### config.mk
export PLATFORM = sky130hd
export DESIGN_NAME = decode_issue_queue
export DESIGN_NICKNAME = d
export VERILOG_FILES = /design/src/rtl/decode_issue_queue_pkg.sv /design/src/rtl/decode_issue_queue_fifo.sv /design/src/rtl/decode_issue_queue.sv
export SDC_FILE = /design/constraint.sdc
export NUM_CORES = 1
export LEC_CHECK = 0
export CAP_MARGIN = 20
export CORE_MARGIN = 5
export CORE_UTILIZATION = 60
export CTS_CLUSTER_SIZE = 25
export DETAILED_ROUTE_END_ITERATION = 10
export GPL_ROUTABILITY_DRIVEN = 0
export PLACE_DENSITY_LB_ADDON = 0.2
export SLEW_MARGIN = 10
export SYNTH_ARGS = -nofsm -noshare
export SYNTH_HDL_FRONTEND = slang
export SYNTH_SLANG_ARGS = --single-unit
### constraint.sdc
create_clock -name clk -period 5.5 [get_ports clk]
set_input_delay 1.1 -clock clk [delete_from_list [all_inputs] [get_ports clk]]
set_output_delay 1.1 -clock clk [all_outputs]
set_load 0.02 [all_outputs]
### src/rtl/decode_issue_queue_pkg.sv
// Shared decode constants for the MIPS decode/issue queue: opcodes, functs,
// ALU op codes (EXE_*_OP) and the CP0 class encoding.
package decode_issue_queue_pkg;

    localparam logic [5:0] OP_SPECIAL = 6'b000000;
    localparam logic [5:0] OP_REGIMM  = 6'b000001;
    localparam logic [5:0] OP_J       = 6'b000010;
    localparam logic [5:0] OP_JAL     = 6'b000011;
    localparam logic [5:0] OP_BEQ     = 6'b000100;
    localparam logic [5:0] OP_BNE     = 6'b000101;
    localparam logic [5:0] OP_BLEZ    = 6'b000110;
    localparam logic [5:0] OP_BGTZ    = 6'b000111;
    localparam logic [5:0] OP_ADDI    = 6'b001000;
    localparam logic [5:0] OP_ADDIU   = 6'b001001;
    localparam logic [5:0] OP_SLTI    = 6'b001010;
    localparam logic [5:0] OP_SLTIU   = 6'b001011;
    localparam logic [5:0] OP_ANDI    = 6'b001100;
    localparam logic [5:0] OP_ORI     = 6'b001101;
    localparam logic [5:0] OP_XORI    = 6'b001110;
    localparam logic [5:0] OP_LUI     = 6'b001111;
    localparam logic [5:0] OP_COP0    = 6'b010000;
    localparam logic [5:0] OP_LB      = 6'b100000;
    localparam logic [5:0] OP_LH      = 6'b100001;
    localparam logic [5:0] OP_LW      = 6'b100011;
    localparam logic [5:0] OP_LBU     = 6'b100100;
    localparam logic [5:0] OP_LHU     = 6'b100101;
    localparam logic [5:0] OP_SB      = 6'b101000;
    localparam logic [5:0] OP_SH      = 6'b101001;
    localparam logic [5:0] OP_SW      = 6'b101011;

    localparam logic [5:0] FN_SLL   = 6'b000000;
    localparam logic [5:0] FN_SRL   = 6'b000010;
    localparam logic [5:0] FN_SRA   = 6'b000011;
    localparam logic [5:0] FN_SLLV  = 6'b000100;
    localparam logic [5:0] FN_SRLV  = 6'b000110;
    localparam logic [5:0] FN_SRAV  = 6'b000111;
    localparam logic [5:0] FN_JR    = 6'b001000;
    localparam logic [5:0] FN_JALR  = 6'b001001;
    localparam logic [5:0] FN_MFHI  = 6'b010000;
    localparam logic [5:0] FN_MTHI  = 6'b010001;
    localparam logic [5:0] FN_MFLO  = 6'b010010;
    localparam logic [5:0] FN_MTLO  = 6'b010011;
    localparam logic [5:0] FN_MULT  = 6'b011000;
    localparam logic [5:0] FN_MULTU = 6'b011001;
    localparam logic [5:0] FN_DIV   = 6'b011010;
    localparam logic [5:0] FN_DIVU  = 6'b011011;
    localparam logic [5:0] FN_ADD   = 6'b100000;
    localparam logic [5:0] FN_ADDU  = 6'b100001;
    localparam logic [5:0] FN_SUB   = 6'b100010;
    localparam logic [5:0] FN_SUBU  = 6'b100011;
    localparam logic [5:0] FN_AND   = 6'b100100;
    localparam logic [5:0] FN_OR    = 6'b100101;
    localparam logic [5:0] FN_XOR   = 6'b100110;
    localparam logic [5:0] FN_NOR   = 6'b100111;
    localparam logic [5:0] FN_SLT   = 6'b101010;
    localparam logic [5:0] FN_SLTU  = 6'b101011;

    localparam logic [7:0] EXE_NOP_OP   = 8'b00000000;
    localparam logic [7:0] EXE_AND_OP   = 8'b00100100;
    localparam logic [7:0] EXE_OR_OP    = 8'b00100101;
    localparam logic [7:0] EXE_XOR_OP   = 8'b00100110;
    localparam logic [7:0] EXE_NOR_OP   = 8'b00100111;
    localparam logic [7:0] EXE_LUI_OP   = 8'b01011100;
    localparam logic [7:0] EXE_SLL_OP   = 8'b01111100;
    localparam logic [7:0] EXE_SLLV_OP  = 8'b00000100;
    localparam logic [7:0] EXE_SRL_OP   = 8'b00000010;
    localparam logic [7:0] EXE_SRLV_OP  = 8'b00000110;
    localparam logic [7:0] EXE_SRA_OP   = 8'b00000011;
    localparam logic [7:0] EXE_SRAV_OP  = 8'b00000111;
    localparam logic [7:0] EXE_MFHI_OP  = 8'b00010000;
    localparam logic [7:0] EXE_MTHI_OP  = 8'b00010001;
    localparam logic [7:0] EXE_MFLO_OP  = 8'b00010010;
    localparam logic [7:0] EXE_MTLO_OP  = 8'b00010011;
    localparam logic [7:0] EXE_SLT_OP   = 8'b00101010;
    localparam logic [7:0] EXE_SLTU_OP  = 8'b00101011;
    localparam logic [7:0] EXE_ADD_OP   = 8'b00100000;
    localparam logic [7:0] EXE_ADDU_OP  = 8'b00100001;
    localparam logic [7:0] EXE_SUB_OP   = 8'b00100010;
    localparam logic [7:0] EXE_SUBU_OP  = 8'b00100011;
    localparam logic [7:0] EXE_ADDI_OP  = 8'b01010101;
    localparam logic [7:0] EXE_ADDIU_OP = 8'b01010110;
    localparam logic [7:0] EXE_MULT_OP  = 8'b00011000;
    localparam logic [7:0] EXE_MULTU_OP = 8'b00011001;
    localparam logic [7:0] EXE_DIV_OP   = 8'b00011010;
    localparam logic [7:0] EXE_DIVU_OP  = 8'b00011011;
    localparam logic [7:0] EXE_LB_OP    = 8'b11100000;
    localparam logic [7:0] EXE_LBU_OP   = 8'b11100100;
    localparam logic [7:0] EXE_LH_OP    = 8'b11100001;
    localparam logic [7:0] EXE_LHU_OP   = 8'b11100101;
    localparam logic [7:0] EXE_LW_OP    = 8'b11100011;
    localparam logic [7:0] EXE_SB_OP    = 8'b11101000;
    localparam logic [7:0] EXE_SH_OP    = 8'b11101001;
    localparam logic [7:0] EXE_SW_OP    = 8'b11101011;
    localparam logic [7:0] EXE_MFC0_OP  = 8'b01011101;
    localparam logic [7:0] EXE_MTC0_OP  = 8'b01100000;

    typedef enum logic [1:0] {
        CP0_NONE = 2'b00,
        CP0_MFC0 = 2'b01,
        CP0_MTC0 = 2'b10
    } cp0_class_t;

    typedef struct packed {
        logic [7:0] aluop;
        logic       ri;
        cp0_class_t cp0;
    } dec_t;

endpackage

### src/rtl/decode_issue_queue_fifo.sv
// Synchronous FIFO with occupancy count; flush clears pointers and count.
// Head entry is read straight from the storage registers (no read latency).
module sync_fifo #(
    parameter int WIDTH = 8,
    parameter int DEPTH = 4
) (
    input  logic                     clk,
    input  logic                     srst,
    input  logic                     flush,
    input  logic                     push,
    input  logic                     pop,
    input  logic [WIDTH-1:0]         wr_data,
    output logic [WIDTH-1:0]         rd_data,
    output logic [$clog2(DEPTH):0]   count,
    output logic                     full,
    output logic                     empty
);
    localparam int AW    = $clog2(DEPTH);
    localparam int CNT_W = AW + 1;

    logic [WIDTH-1:0] mem [DEPTH];
    logic [AW-1:0]    wr_ptr_reg;
    logic [AW-1:0]    rd_ptr_reg;
    logic [CNT_W-1:0] count_reg;

    // Pointers are exactly AW bits wide, so wrap modulo DEPTH is free.
    always_ff @(posedge clk) begin
        if (srst || flush) begin
            wr_ptr_reg <= '0;
            rd_ptr_reg <= '0;
            count_reg  <= '0;
        end else begin
            if (push) wr_ptr_reg <= wr_ptr_reg + 1'b1;
            if (pop)  rd_ptr_reg <= rd_ptr_reg + 1'b1;
            if (push && !pop)
                count_reg <= count_reg + 1'b1;
            else if (pop && !push)
                count_reg <= count_reg - 1'b1;
        end
    end

    always_ff @(posedge clk) begin
        if (push && !flush && !srst)
            mem[wr_ptr_reg] <= wr_data;
    end

    assign rd_data = mem[rd_ptr_reg];
    assign count   = count_reg;
    assign full    = (count_reg == CNT_W'(DEPTH));
    assign empty   = (count_reg == '0);

endmodule

### src/rtl/decode_issue_queue.sv
// Buffered MIPS decode stage: decodes on entry, queues {pc, instr, aluop,
// ri, cp0} until EX pops the head. flush discards everything.
module decode_issue_queue
    import decode_issue_queue_pkg::*;
#(
    parameter int DEPTH   = 4,
    parameter int ADDR_W  = 32,
    parameter int ALUOP_W = 8,
    parameter int CP0_EN  = 1
) (
    input  logic                   clk,
    input  logic                   rst,
    input  logic                   flush,
    input  logic                   in_valid,
    output logic                   in_ready,
    input  logic [ADDR_W-1:0]      in_pc,
    input  logic [31:0]            in_instr,
    output logic                   out_valid,
    input  logic                   out_ready,
    output logic [ADDR_W-1:0]      out_pc,
    output logic [31:0]            out_instr,
    output logic [ALUOP_W-1:0]     out_aluop,
    output logic                   out_ri,
    output logic [1:0]             out_cp0,
    output logic [$clog2(DEPTH):0] count
);
    localparam int W = ADDR_W + 32 + ALUOP_W + 3;

    function automatic dec_t decode(input logic [31:0] instr);
        dec_t d;
        d.aluop = EXE_NOP_OP;
        d.ri    = 1'b0;
        d.cp0   = CP0_NONE;
        case (instr[31:26])
            OP_SPECIAL: begin
                case (instr[5:0])
                    FN_SLL:   d.aluop = EXE_SLL_OP;
                    FN_SRL:   d.aluop = EXE_SRL_OP;
                    FN_SRA:   d.aluop = EXE_SRA_OP;
                    FN_SLLV:  d.aluop = EXE_SLLV_OP;
                    FN_SRLV:  d.aluop = EXE_SRLV_OP;
                    FN_SRAV:  d.aluop = EXE_SRAV_OP;
                    FN_JR, FN_JALR: d.aluop = EXE_NOP_OP;
                    FN_MFHI:  d.aluop = EXE_MFHI_OP;
                    FN_MTHI:  d.aluop = EXE_MTHI_OP;
                    FN_MFLO:  d.aluop = EXE_MFLO_OP;
                    FN_MTLO:  d.aluop = EXE_MTLO_OP;
                    FN_MULT:  d.aluop = EXE_MULT_OP;
                    FN_MULTU: d.aluop = EXE_MULTU_OP;
                    FN_DIV:   d.aluop = EXE_DIV_OP;
                    FN_DIVU:  d.aluop = EXE_DIVU_OP;
                    FN_ADD:   d.aluop = EXE_ADD_OP;
                    FN_ADDU:  d.aluop = EXE_ADDU_OP;
                    FN_SUB:   d.aluop = EXE_SUB_OP;
                    FN_SUBU:  d.aluop = EXE_SUBU_OP;
                    FN_AND:   d.aluop = EXE_AND_OP;
                    FN_OR:    d.aluop = EXE_OR_OP;
                    FN_XOR:   d.aluop = EXE_XOR_OP;
                    FN_NOR:   d.aluop = EXE_NOR_OP;
                    FN_SLT:   d.aluop = EXE_SLT_OP;
                    FN_SLTU:  d.aluop = EXE_SLTU_OP;
                    default:  d.ri = 1'b1;
                endcase
            end
            OP_REGIMM, OP_J, OP_JAL, OP_BEQ, OP_BNE, OP_BLEZ, OP_BGTZ:
                d.aluop = EXE_NOP_OP;
            OP_ADDI:  d.aluop = EXE_ADDI_OP;
            OP_ADDIU: d.aluop = EXE_ADDIU_OP;
            OP_SLTI:  d.aluop = EXE_SLT_OP;
            OP_SLTIU: d.aluop = EXE_SLTU_OP;
            OP_ANDI:  d.aluop = EXE_AND_OP;
            OP_ORI:   d.aluop = EXE_OR_OP;
            OP_XORI:  d.aluop = EXE_XOR_OP;
            OP_LUI:   d.aluop = EXE_LUI_OP;
            OP_LB:    d.aluop = EXE_LB_OP;
            OP_LH:    d.aluop = EXE_LH_OP;
            OP_LW:    d.aluop = EXE_LW_OP;
            OP_LBU:   d.aluop = EXE_LBU_OP;
            OP_LHU:   d.aluop = EXE_LHU_OP;
            OP_SB:    d.aluop = EXE_SB_OP;
            OP_SH:    d.aluop = EXE_SH_OP;
            OP_SW:    d.aluop = EXE_SW_OP;
            OP_COP0: begin
                // Only the exact mfc0/mtc0 encodings (sel=0, zero low bits) are legal.
                if (CP0_EN != 0 && instr[25:21] == 5'b00000 && instr[10:0] == 11'd0) begin
                    d.aluop = EXE_MFC0_OP;
                    d.cp0   = CP0_MFC0;
                end else if (CP0_EN != 0 && instr[25:21] == 5'b00100 && instr[10:0] == 11'd0) begin
                    d.aluop = EXE_MTC0_OP;
                    d.cp0   = CP0_MTC0;
                end else begin
                    d.ri = 1'b1;
                end
            end
            default: d.ri = 1'b1;
        endcase
        return d;
    endfunction

    dec_t          in_dec;
    logic [W-1:0]  wr_entry;
    logic [W-1:0]  rd_entry;
    logic          fifo_full;
    logic          fifo_empty;
    logic          push;
    logic          pop;

    assign in_dec    = decode(in_instr);
    assign wr_entry  = {in_pc, in_instr, ALUOP_W'(in_dec.aluop), in_dec.ri, in_dec.cp0};

    assign in_ready  = !fifo_full;
    assign out_valid = !fifo_empty;
    assign push      = in_valid && in_ready;
    assign pop       = out_valid && out_ready;

    sync_fifo #(
        .WIDTH (W),
        .DEPTH (DEPTH)
    ) u_fifo (
        .clk     (clk),
        .srst    (rst),
        .flush   (flush),
        .push    (push),
        .pop     (pop),
        .wr_data (wr_entry),
        .rd_data (rd_entry),
        .count   (count),
        .full    (fifo_full),
        .empty   (fifo_empty)
    );

    // Storage is not reset, so stale head contents are masked when empty.
    assign out_pc    = out_valid ? rd_entry[W-1 -: ADDR_W]         : '0;
    assign out_instr = out_valid ? rd_entry[3+ALUOP_W +: 32]       : '0;
    assign out_aluop = out_valid ? rd_entry[3 +: ALUOP_W]          : '0;
    assign out_ri    = out_valid ? rd_entry[2]                     : 1'b0;
    assign out_cp0   = out_valid ? rd_entry[1:0]                   : 2'b00;

endmodule
# Yosys cells after proc, flatten, opt, wreduce, memory -nomap -nowiden
# Memory sizes are Yosys's and may differ from the RTL's. A register that Yosys moved wholly into a read port is not among the register bits.
# Index checks and enable logic that the tools add are counted.
[op_classes] add_sub_neg=4 reduce_logical=23 n_mux=22 eq_ne=51
[ops] cell="$pmux 7 s24" n=1
[ops] cell="$pmux 8 s18" n=1
[ops] cell="$eq 6x6->1 const B" n=18
[ops] cell="$mux 32" n=2
[ops] cell="$eq 6x4->1 const B" n=10
[ops] cell="$eq 6x5->1 const B" n=9
[ops] cell="$eq 6x3->1 const B" n=7
[ops] cell="$reduce_or 26->1" n=1
[ops] cell="$eq 6x2->1 const B" n=4
[ops] cell="$reduce_or 23->1" n=1
[ops] cell="$mux 7" n=2
[ops] cell="$logic_not 6->1" n=2
[ops] cell="$mux 2" n=6
[ops] cell="$logic_not 11->1" n=1
[ops] cell="$logic_and 1x1->1" n=8
[ops] cell="$mux 8" n=1
[ops] cell="$eq 6x1->1 const B" n=1
[ops] cell="$logic_not 1->1" n=6
[ops] cell="$mux 1" n=6
[ops] cell="$mux 3" n=2
[ops] cell="$eq 5x3->1 const B" n=1
[ops] cell="$logic_not 5->1" n=1
[ops] cell="$add 2x1->2 const B" n=2
[ops] cell="$add 3x1->3 const B" n=1
[ops] cell="other kinds (6)" n=6
[totals] n_memories=1 mem_bits_rw=300 ff_bits=7 wordCells=104 out_inout_bits=80 in_bits=69
[memory_table] name="u_fifo.mem" words=4 word_bits=75 read_ports=1 rd_ports_with_merged_regs=1 write_ports=1 line_no="decode_issue_queue_fifo.sv:21" rtl="logic [WIDTH-1:0] mem [DEPTH];"

# Logic depth before layout (Yosys ltp)
# Gate-level depths: netlist of the first run.
[logic_depth] ltp_word=7 depth_mapped=9 ltp_nobuf=8

# Hierarchy
# A second synthesis of the first run with hierarchy kept.
[unflattened] hier_cells=632 area_unflattened_um2=12440.7
[modules_own_cells] module="sync_fifo" n_inst=1 area_each_um2=11257.0 cells_per_inst=437 seq_area_each_um2=9188.8
[modules_own_cells] module="decode_issue_queue" n_inst=1 area_each_um2=1183.6 cells_per_inst=195 seq_area_each_um2=0.0

# Worst setup path after synthesis of the first run
# Ideal clock, no wire load.
[synth_timing] path_type="in2reg" from="input in_valid" to="memory u_fifo.mem[0][0] (netlist bit), enable pin" t_arrival_ns=3.356 setup_time_ns=0.442 n_path_buf=0 t_required_ns=5.058 setup_slack_ns=1.702 cell_stages=2 path_cell_list="a21boi_1 and3_1"
[synth_between] elab_chain_cells=5
[synth_lines] element="start: declaration" line_no="decode_issue_queue.sv:14" rtl="input logic in_valid,"
[synth_lines] element="$logic_and 1x1->1" line_no="decode_issue_queue.sv:113" rtl="assign push = in_valid && in_ready;"
[synth_lines] element="$logic_and 1x1->1 (2 in series)" line_no="decode_issue_queue_fifo.sv:43" rtl="if (push && !flush && !srst)"
[synth_lines] element="$mux 1" line_no="decode_issue_queue_fifo.sv:43"
[synth_lines] element="$mux 1 (not written as such)" line_no="decode_issue_queue_fifo.sv:44" rtl="mem[wr_ptr_reg] <= wr_data;"
[synth_lines] element="end: declaration" line_no="decode_issue_queue_fifo.sv:21"
# Every way passes these cells.

==> run summary, run 1 <==
Status: completed
GR Util All Layers: 0.209
Crit Path Max Fanout: 39
Startpoint Class: register
Total gr overflow: 0
WHS Endpoint: u_fifo.rd_ptr_reg[1]
RSZ-0062 raised after global routing: no
Fin Setup TNS: 0 ns
# DRC: 0
Largest area contributor in the netlist: edfxtp_1
Initial Utilization: 0.612
H-tree Lvls: 1
Commonest cells post-synth: edfxtp_1 (300), and2_1 (75), mux4_2 (75)
Synth-to-Final Area Change: 22.1%
HPWL after detailed placement: 14900 um
Maximum clock frequency: 237 MHz
Port Buffers: 148
Count of unique library cells instantiated by Yosys: 56
Post-synth top flop: edfxtp_1
Worst-Margin Slew: 0.764 ns
Fin Hold WS: 0.556 ns
Post_cts resized: 0
WS Path Type: reg2out
Clock skew: 0.0129 ns
CP max stage cell: dfxtp_4
Final Max Tran Viols: 0
# setup viols final: 0
I/O Pins: 149
Post-CTS Hold Fix Bufs: 0
Fin. Hold Viols: 0
Synthesized cell area: 12400 um^2
Num CTS Buffers: 30
Longest Clk Path Bufs: 3
CTS tree: built
Crit path largest cell delay: 0.84 ns
WL/cell: 22.9 um
Cells after synthesis: 632
CTS root buf: clkbuf_16
Synth top area cells: edfxtp_1 (73%), mux4_2 (14%), and2_1 (3.8%)
Hold Startpoint: u_fifo.rd_ptr_reg[1]
Peak supply drop: 0.000315 V
Largest net degree at the start of global routing: 76
Post-CTS Repair Setup Buffers: 0
Ratio of cells with drive above 1 in the final layout: 0.165
Syn_area_per_cell: 19.7 um^2
Core Footprint: 20300 um^2
DRT Wirelength: 24600 um
Syn_nets: 707
Via count: 6443
Slew headroom: 0.490
Worst r2r dst: u_fifo.count[2]
FP Rows: 52
ANT cells: 0
Final worst path period share: 0.769
Synthesized flop and latch total: 309
Vias per inst: 6.01
Antenna violations before repair: 0
Worst path arrival time: 3.13 ns
Hold path cells: 2
Fin area: 15200 um^2
Leak pwr: 4.81 nW
Async set or reset register ratio after synthesis: 0
Layout Nets: 857
Clock Pin Slew Worst Setup and Hold Paths: 0.06 ns
Max Cap Violations: 0
Setup crit end kind: output pin
HP Class: reg2reg
Reg2Reg Setup Slack: 2.76 ns
First-pass GRT wire length: 38700 um
Sequential area share after synthesis: 0.740
Post-route ant nets: 0
TritonRoute pass-1 iters: 5
Reg-to-Reg Start: u_fifo.count[2]
Dpl cell area: 14200 um^2
Starting DRT DRC Count: 564
Top-count cell post-synth: edfxtp_1
Power per standard cell area: 337 nW/um^2
Die Y-Extent: 154 um
Vias in the first global route: 6815
Fill count: 1200
Skew-Pair Late Insertion Delay: 0.53 ns
Final Critical Period: 4.23 ns
Post-synth top area share: 0.725
R2r worst-path depth: 8
CP Cell Sequence: buf_12 -> mux4_2 -> and2_1 -> clkdlybuf4s50_1
Post-synth EDFFs: 300
Synth warn: 0
Die X: 154 um
Required @ worst endpoint: 4.40 ns
# clock sinks: 309
Largest register FFs: 300
Die area: 23700 um^2
-- layout by cell type, fill, tap and decap left out, types with 8 or more instances in the layout --
cell type,netlist,final
inv_1,8,8
and2_1,75,75
edfxtp_1,300,300
nor2_1,19,19
clkinv_1,0,10
mux4_2,75,75
clkbuf_16,0,31
nand2_1,10,10
clkdlybuf4s50_1,0,148
-- worst max-delay path: cells and delay by family, from the launching register on --
family	cells	cell delay [ns]
and+or+nand+nor	1	0.20
buffers and inverters	2	0.93
muxes	1	0.57
DFF	1	0.84
-- where the power goes --
part	switching [mW]	leakage [nW]	total [mW]	internal (mW)
Clock	0.786	0.428	1.85	1.06
Sequential	0.0202	2.82	2.63	2.61
Combinational	0.327	1.56	0.628	0.300
-- metal layers --
layer  vias up  routed length, um  global-route usage
li1       2853                  -                   -
met1      3333               9630               0.288
met2       232              13000               0.362
met3        25               1690              0.0371
met4         0                322              0.0349
met5         -                  0                   0
-- area by class of cell --
| cell class | instances | area, um^2 | share of cell area |
|---|---|---|---|
| flip-flops and latches | 309 | 9200 | 0.606 |
| multi-input cells | 277 | 3060 | 0.202 |
| repair buffers | 155 | 1650 | 0.109 |
| clock buffers | 38 | 802 | 0.0529 |
| well taps | 270 | 338 | 0.0223 |
| clock inverters | 14 | 85.1 | 0.00561 |
| inverters | 9 | 33.8 | 0.00223 |
-- metrics by stage --
stage               utilization  instances  power (mW)  worst slack (ns)
floorplan                     -        632        3.01              1.70
global placement          0.697       1015        3.30              1.76
detailed placement        0.702       1019        3.32              1.73
CTS                       0.746       1071        5.15              1.18
global route              0.747       1072        5.30              1.04
finish                    0.747       1072        5.11              1.27
-- worst max path at each step --
stage | startpoint | endpoint | slack (ns)
floorplan | in_valid | u_fifo.mem[0][0] | 1.70
global placement | register | out_instr[31] | 1.76
detailed placement | in_instr[27] | u_fifo.mem[1][6] | 1.73
CTS | register | out_instr[2] | 1.18
global route | register | out_instr[2] | 1.04
finish | register | out_instr[2] | 1.27
-- cell families after synthesis --
| kind of cell | count (synthesis) | share of synthesized area |
|---|---|---|
| muxes | 80 | 0.140 |
| xor gates and xnor gates | 6 | 0.00423 |
| buffers and inverters | 46 | 0.0155 |
| AOI/OAI and AO/OA | 41 | 0.0243 |
| DFF | 309 | 0.740 |
| and+or+nand+nor | 144 | 0.0696 |
| adders and majority gates | 6 | 0.00665 |
No activity file was read; power rests on OpenSTA's default activity.
==> run 2: changes to the inputs <==
Settings changed: CORE_UTILIZATION 60 to 56.
Clock period 5.5 ns to 4.3 ns, I/O delays scaled along.
==> run 2 against run 1 <==
Against the previous run:
- clock skew grew 0.0078 ns
- non-clock buffer count rose by 4
- critical path depth is the same
- clock-buffer cell count is 3 higher
- largest cell class unchanged
- highest routed layer unchanged
==> run summary, run 2 (synthesized netlist as in run 1, its figures left out) <==
Slew headroom: 0.441 (was 0.490)
Clock skew: 0.0207 ns (was 0.0129 ns)
Core Footprint: 21800 um^2 (was 20300 um^2)
Routed wl met2: 12600 um (was 13000 um)
Total gr overflow: 0 (unchanged)
Largest net degree at the start of global routing: 79 (was 76)
M1 wire length: 9790 um (was 9630 um)
Synth-to-Final Area Change: 23.7% (was 22.1%)
Most common cell after layout, fill and taps aside: edfxtp_1 (unchanged)
Final Non-Filler Cells: 1091 (was 1072)
WL/cell: 22.4 um (was 22.9 um)
Max Cap Violations: 0 (unchanged)
# setup viols final: 0 (unchanged)
Die area: 25300 um^2 (was 23700 um^2)
Status: completed (unchanged)
Fin area: 15400 um^2 (was 15200 um^2)
Port Buffers: 148 (unchanged)
Post-CTS Repair Setup Buffers: 0 (unchanged)
Vias in the first global route: 7042 (was 6815)
H-tree Lvls: 1 (unchanged)
WL met3: 1430 um (was 1690 um)
Peak supply drop: 0.000358 V (was 0.000315 V)
Startpoint Class: register (unchanged)
Antenna violations before repair: 0 (unchanged)
Leak pwr: 4.91 nW (was 4.81 nW)
ANT cells: 0 (unchanged)
Final Critical Period: 3.67 ns
Longest Clk Path Bufs: 3 (unchanged)
Top routing layer in use: met4 (unchanged)
CTS tree: built (unchanged)
FP Rows: 54 (was 52)
Setup crit end kind: output pin (unchanged)
Final Core Density: 0.704 (was 0.747)
Final Max Tran Viols: 0 (unchanged)
Pwr Total: 6.93 mW (was 5.11 mW)
Largest register FFs: 300 (unchanged)
Die Y-Extent: 159 um (was 154 um)
Skew-Pair Late Insertion Delay: 0.55 ns (was 0.53 ns)
I/O Pins: 149 (unchanged)
Final worst path period share: 0.854
Required @ worst endpoint: 3.44 ns (was 4.40 ns)
WS Path Type: reg2out (unchanged)
Post-CTS Hold Fix Bufs: 0 (unchanged)
Maximum clock frequency: 272 MHz
Worst path arrival time: 2.81 ns (was 3.13 ns)
Most frequent cells in the layout: edfxtp_1 (300), clkdlybuf4s50_1 (148), mux4_2 (75), and2_1 (75), clkbuf_16 (31) (unchanged)
Fin. Hold Viols: 0 (unchanged)
TritonRoute pass-1 iters: 5 (unchanged)
First-pass GRT wire length: 38900 um (was 38700 um)
Ratio of cells with drive above 1 in the final layout: 0.184 (was 0.165)
Crit Path Max Fanout: 28 (was 39)
HPWL after detailed placement: 14600 um (was 14900 um)
Die X: 159 um (was 154 um)
CTS root buf: clkbuf_16 (unchanged)
Vias per inst: 5.89 (was 6.01)
Starting DRT DRC Count: 444 (was 564)
Fin Setup TNS: 0 ns (unchanged)
Initial Utilization: 0.569 (was 0.612)
# DRC: 0 (unchanged)
Layout Nets: 862 (was 857)
Placed insts: 1034 (was 1019)
Post-route ant nets: 0 (unchanged)
HP Class: reg2reg (unchanged)
GR Util All Layers: 0.193 (was 0.209)
RSZ-0062 raised after global routing: no (unchanged)
DRT Wirelength: 24400 um (was 24600 um)
Num CTS Buffers: 31 (was 30)
# clock sinks: 309 (unchanged)
Dpl cell area: 14300 um^2 (was 14200 um^2)
Power per standard cell area: 451 nW/um^2 (was 337 nW/um^2)
Via count: 6427 (was 6443)
Worst-Margin Slew: 0.839 ns (was 0.764 ns)
Post_cts resized: 0 (unchanged)
Clock Pin Slew Worst Setup and Hold Paths: 0.06 ns (about the same)
==> run 2: changes by cell type in the layout (fill, tap and decap cells not counted), sizes merged <==
cell,previous run,this run
buf,7,11
bufinv,1,5
clkinv,12,8
clkbuf,38,41
clkinvlp,1,2
inv,9,10
==> run 2: worst max-delay path, stage by stage (launching register included) <==
cell,delay [ns]
dfxtp_4,0.72
buf_12,0.29
mux4_2,0.52
and2_1,0.20
clkdlybuf4s50_1,0.54
==> run 2: where the power goes <==
part	internal [mW]	switching (mW)	total, mW
sequential	3.34	0.0226	3.37
combinational	0.386	0.423	0.810
clock	1.70	1.06	2.76
==> run 2: metal layers <==
layer / GRT usage / vias up
met5: 0 / -
met4: 0.0543 / 0
met3: 0.0352 / 45
met2: 0.332 / 235
met1: 0.257 / 3286
li1: - / 2861
==> run 2: path summary, 6_finish.rpt <==
| path | end | start | slack (ns) | cells past startpoint |
|---|---|---|---|---|
| hold reg to reg | u_fifo.rd_ptr_reg[0] | u_fifo.rd_ptr_reg[0] | 0.53 | 2 |
| hold / removal | u_fifo.rd_ptr_reg[0] | u_fifo.rd_ptr_reg[0] | 0.53 | 2 |
| setup reg to reg | u_fifo.count[2] | u_fifo.count[2] | 1.58 | 8 |
| setup / recovery | out_pc[16] | register | 0.63 | 4 |
==> run 2: area by class of cell <==
cell class	count	area [um^2]
clock buffer	41	853
clock inverter	16	225
fill	1384	6460
inverter	9	33.8
multi-input combinational	277	3070
sequential	309	9200
tap	280	350
timing repair buffer	159	1640
==> run 2: metrics by stage <==
step | hold WS, ns | worst slack (ns)
after floorplan | 0.485 | 0.742
after global placement | 0.505 | 0.919
after detailed placement | 0.517 | 0.899
after CTS | 0.531 | 0.526
after global routing | 0.595 | 0.423
final | 0.531 | 0.626
==> run 3: changes to the inputs <==
Settings changed: CORE_UTILIZATION 56 to 60, TNS_END_PERCENT set to 30.
Clock period 4.3 ns to 4.5 ns, I/O delays scaled along.
==> run 3 against run 2 <==
Against the previous run:
- clock power is 20% lower
- flip-flop and latch count stayed put
- clock skew decreased by 0.013 ns
- critical path depth stayed put
- first-iteration DRC count up 46%
- routed wire length grew 1.4%
- critical endpoint is now out_pc[12]
==> run summary, run 3 (synthesized netlist as in run 1, its figures left out) <==
ANT cells: 0 (unchanged)
Largest register FFs: 300 (unchanged)
Skew-Pair Late Insertion Delay: 0.54 ns (was 0.55 ns)
Port Buffers: 148 (unchanged)
Post-CTS Repair Setup Buffers: 0 (unchanged)
WL/cell: 22.9 um (was 22.4 um)
H-tree Lvls: 1 (unchanged)
WS Path Type: reg2out (unchanged)
RSZ-0062 raised after global routing: no (unchanged)
# clock sinks: 309 (unchanged)
Fin area: 15100 um^2 (was 15400 um^2)
Fin Setup TNS: 0 ns (unchanged)
Fin. Hold Viols: 0 (unchanged)
Peak supply drop: 0.000353 V (was 0.000358 V)
GR Util All Layers: 0.210 (was 0.193)
Final Critical Period: 3.92 ns
Fill count: 1178 (was 1384)
Fin worst setup slack: 0.578 ns (was 0.626 ns)
Via count: 6435 (was 6427)
Final Max Tran Viols: 0 (unchanged)
Maximum clock frequency: 255 MHz
Fin Hold WS: 0.551 ns (was 0.531 ns)
Crit Path Max Fanout: 51 (was 28)
Die X: 154 um (was 159 um)
Die area: 23700 um^2 (was 25300 um^2)
CTS root buf: clkbuf_16 (unchanged)
First-pass GRT wire length: 38600 um (was 38900 um)
Leak pwr: 4.81 nW (was 4.91 nW)
Required @ worst endpoint: 3.60 ns (was 3.44 ns)
Worst path arrival time: 3.02 ns (was 2.81 ns)
Worst-Margin Slew: 0.908 ns (was 0.839 ns)
Vias in the first global route: 6781 (was 7042)
CTS tree: built (unchanged)
Most common cell after layout, fill and taps aside: edfxtp_1 (unchanged)
Placed insts: 1026 (was 1034)
Clock Pin Slew Worst Setup and Hold Paths: 0.06 ns (about the same)
Startpoint Class: register (unchanged)
Longest Clk Path Bufs: 3 (unchanged)
Largest net degree at the start of global routing: 52 (was 79)
Num CTS Buffers: 29 (was 31)
Power per standard cell area: 410 nW/um^2 (was 451 nW/um^2)
Clock skew: 0.00729 ns (was 0.0207 ns)
Dpl cell area: 14300 um^2 (about the same)
DRT Wirelength: 24700 um (was 24400 um)
# DRC: 0 (unchanged)
Total gr overflow: 0 (unchanged)
Synth-to-Final Area Change: 21.8% (was 23.7%)
Post-route ant nets: 0 (unchanged)
DP Worst Slack: 0.993 ns (was 0.899 ns)
HP Class: reg2reg (unchanged)
Vias per inst: 5.96 (was 5.89)
CP Cell Sequence: or3_2 -> buf_4 -> and2_1 -> clkdlybuf4s50_1 (was buf_12 -> mux4_2 -> and2_1 -> clkdlybuf4s50_1)
Most frequent cells in the layout: edfxtp_1 (300), clkdlybuf4s50_1 (148), mux4_2 (75), and2_1 (75), clkbuf_16 (29) (was edfxtp_1 (300), clkdlybuf4s50_1 (148), mux4_2 (75), and2_1 (75), clkbuf_16 (31))
Final Non-Filler Cells: 1079 (was 1091)
Crit path largest cell delay: 0.77 ns (was 0.72 ns)
Status: completed (unchanged)
Slew headroom: 0.395 (was 0.441)
Initial Utilization: 0.612 (was 0.569)
Ratio of cells with drive above 1 in the final layout: 0.173 (was 0.184)
Antenna violations before repair: 0 (unchanged)
Post_cts resized: 0 (unchanged)
Final worst path period share: 0.872
HPWL after detailed placement: 15400 um (was 14600 um)
Post-CTS Hold Fix Bufs: 0 (unchanged)
Max Cap Violations: 0 (unchanged)
I/O Pins: 149 (unchanged)
Layout Nets: 862 (unchanged)
Final Core Density: 0.745 (was 0.704)
Core Footprint: 20300 um^2 (was 21800 um^2)
CP max stage cell: or3_2 (was dfxtp_4)
# setup viols final: 0 (unchanged)
FP Rows: 52 (was 54)
TritonRoute pass-1 iters: 5 (unchanged)
Pwr Total: 6.20 mW (was 6.93 mW)
Die Y-Extent: 154 um (was 159 um)
Setup crit end kind: output pin (unchanged)
Starting DRT DRC Count: 648 (was 444)
## run 3: where the power goes
group | switching (mW) | internal, mW | total (mW)
combinational | 0.406 | 0.370 | 0.775
clock | 0.978 | 1.23 | 2.21
sequential | 0.0207 | 3.19 | 3.21
total | 1.40 | 4.79 | 6.20
## run 3: final cells by class
type                       instances  area [um^2]  share of cell area
sequential                       309         9200               0.608
multi-input combinational        277         3060               0.202
timing repair buffer             161         1640               0.109
clock buffer                      33          741              0.0490
tap                              270          338              0.0223
clock inverter                    20          113             0.00744
inverter                           9         33.8             0.00223
## run 3: layer usage
layer  up-vias  global-route usage  routed length [um]
met1      3262               0.282                9810
li1       2851                   -                   -
met4         0              0.0542                 600
met2       270               0.358               12700
met3        52              0.0424                1630
met5         -                   0                   0
## run 3: final timing paths
check,startpoint,endpoint,slack [ns],cells after the start
max,u_fifo.count[0],out_pc[12],0.58,4
min,u_fifo.rd_ptr_reg[0],register,0.55,2
max reg2reg,u_fifo.count[2],u_fifo.count[2],1.58,8
min reg2reg,u_fifo.rd_ptr_reg[0],register,0.55,2
## run 3: worst max-delay path, delay by kind of cell, from the launching register on
kind	cells	cell delay, ns
buffers and inverters	2	1.02
flip-flops	1	0.45
AND/OR/NAND/NOR	2	0.98
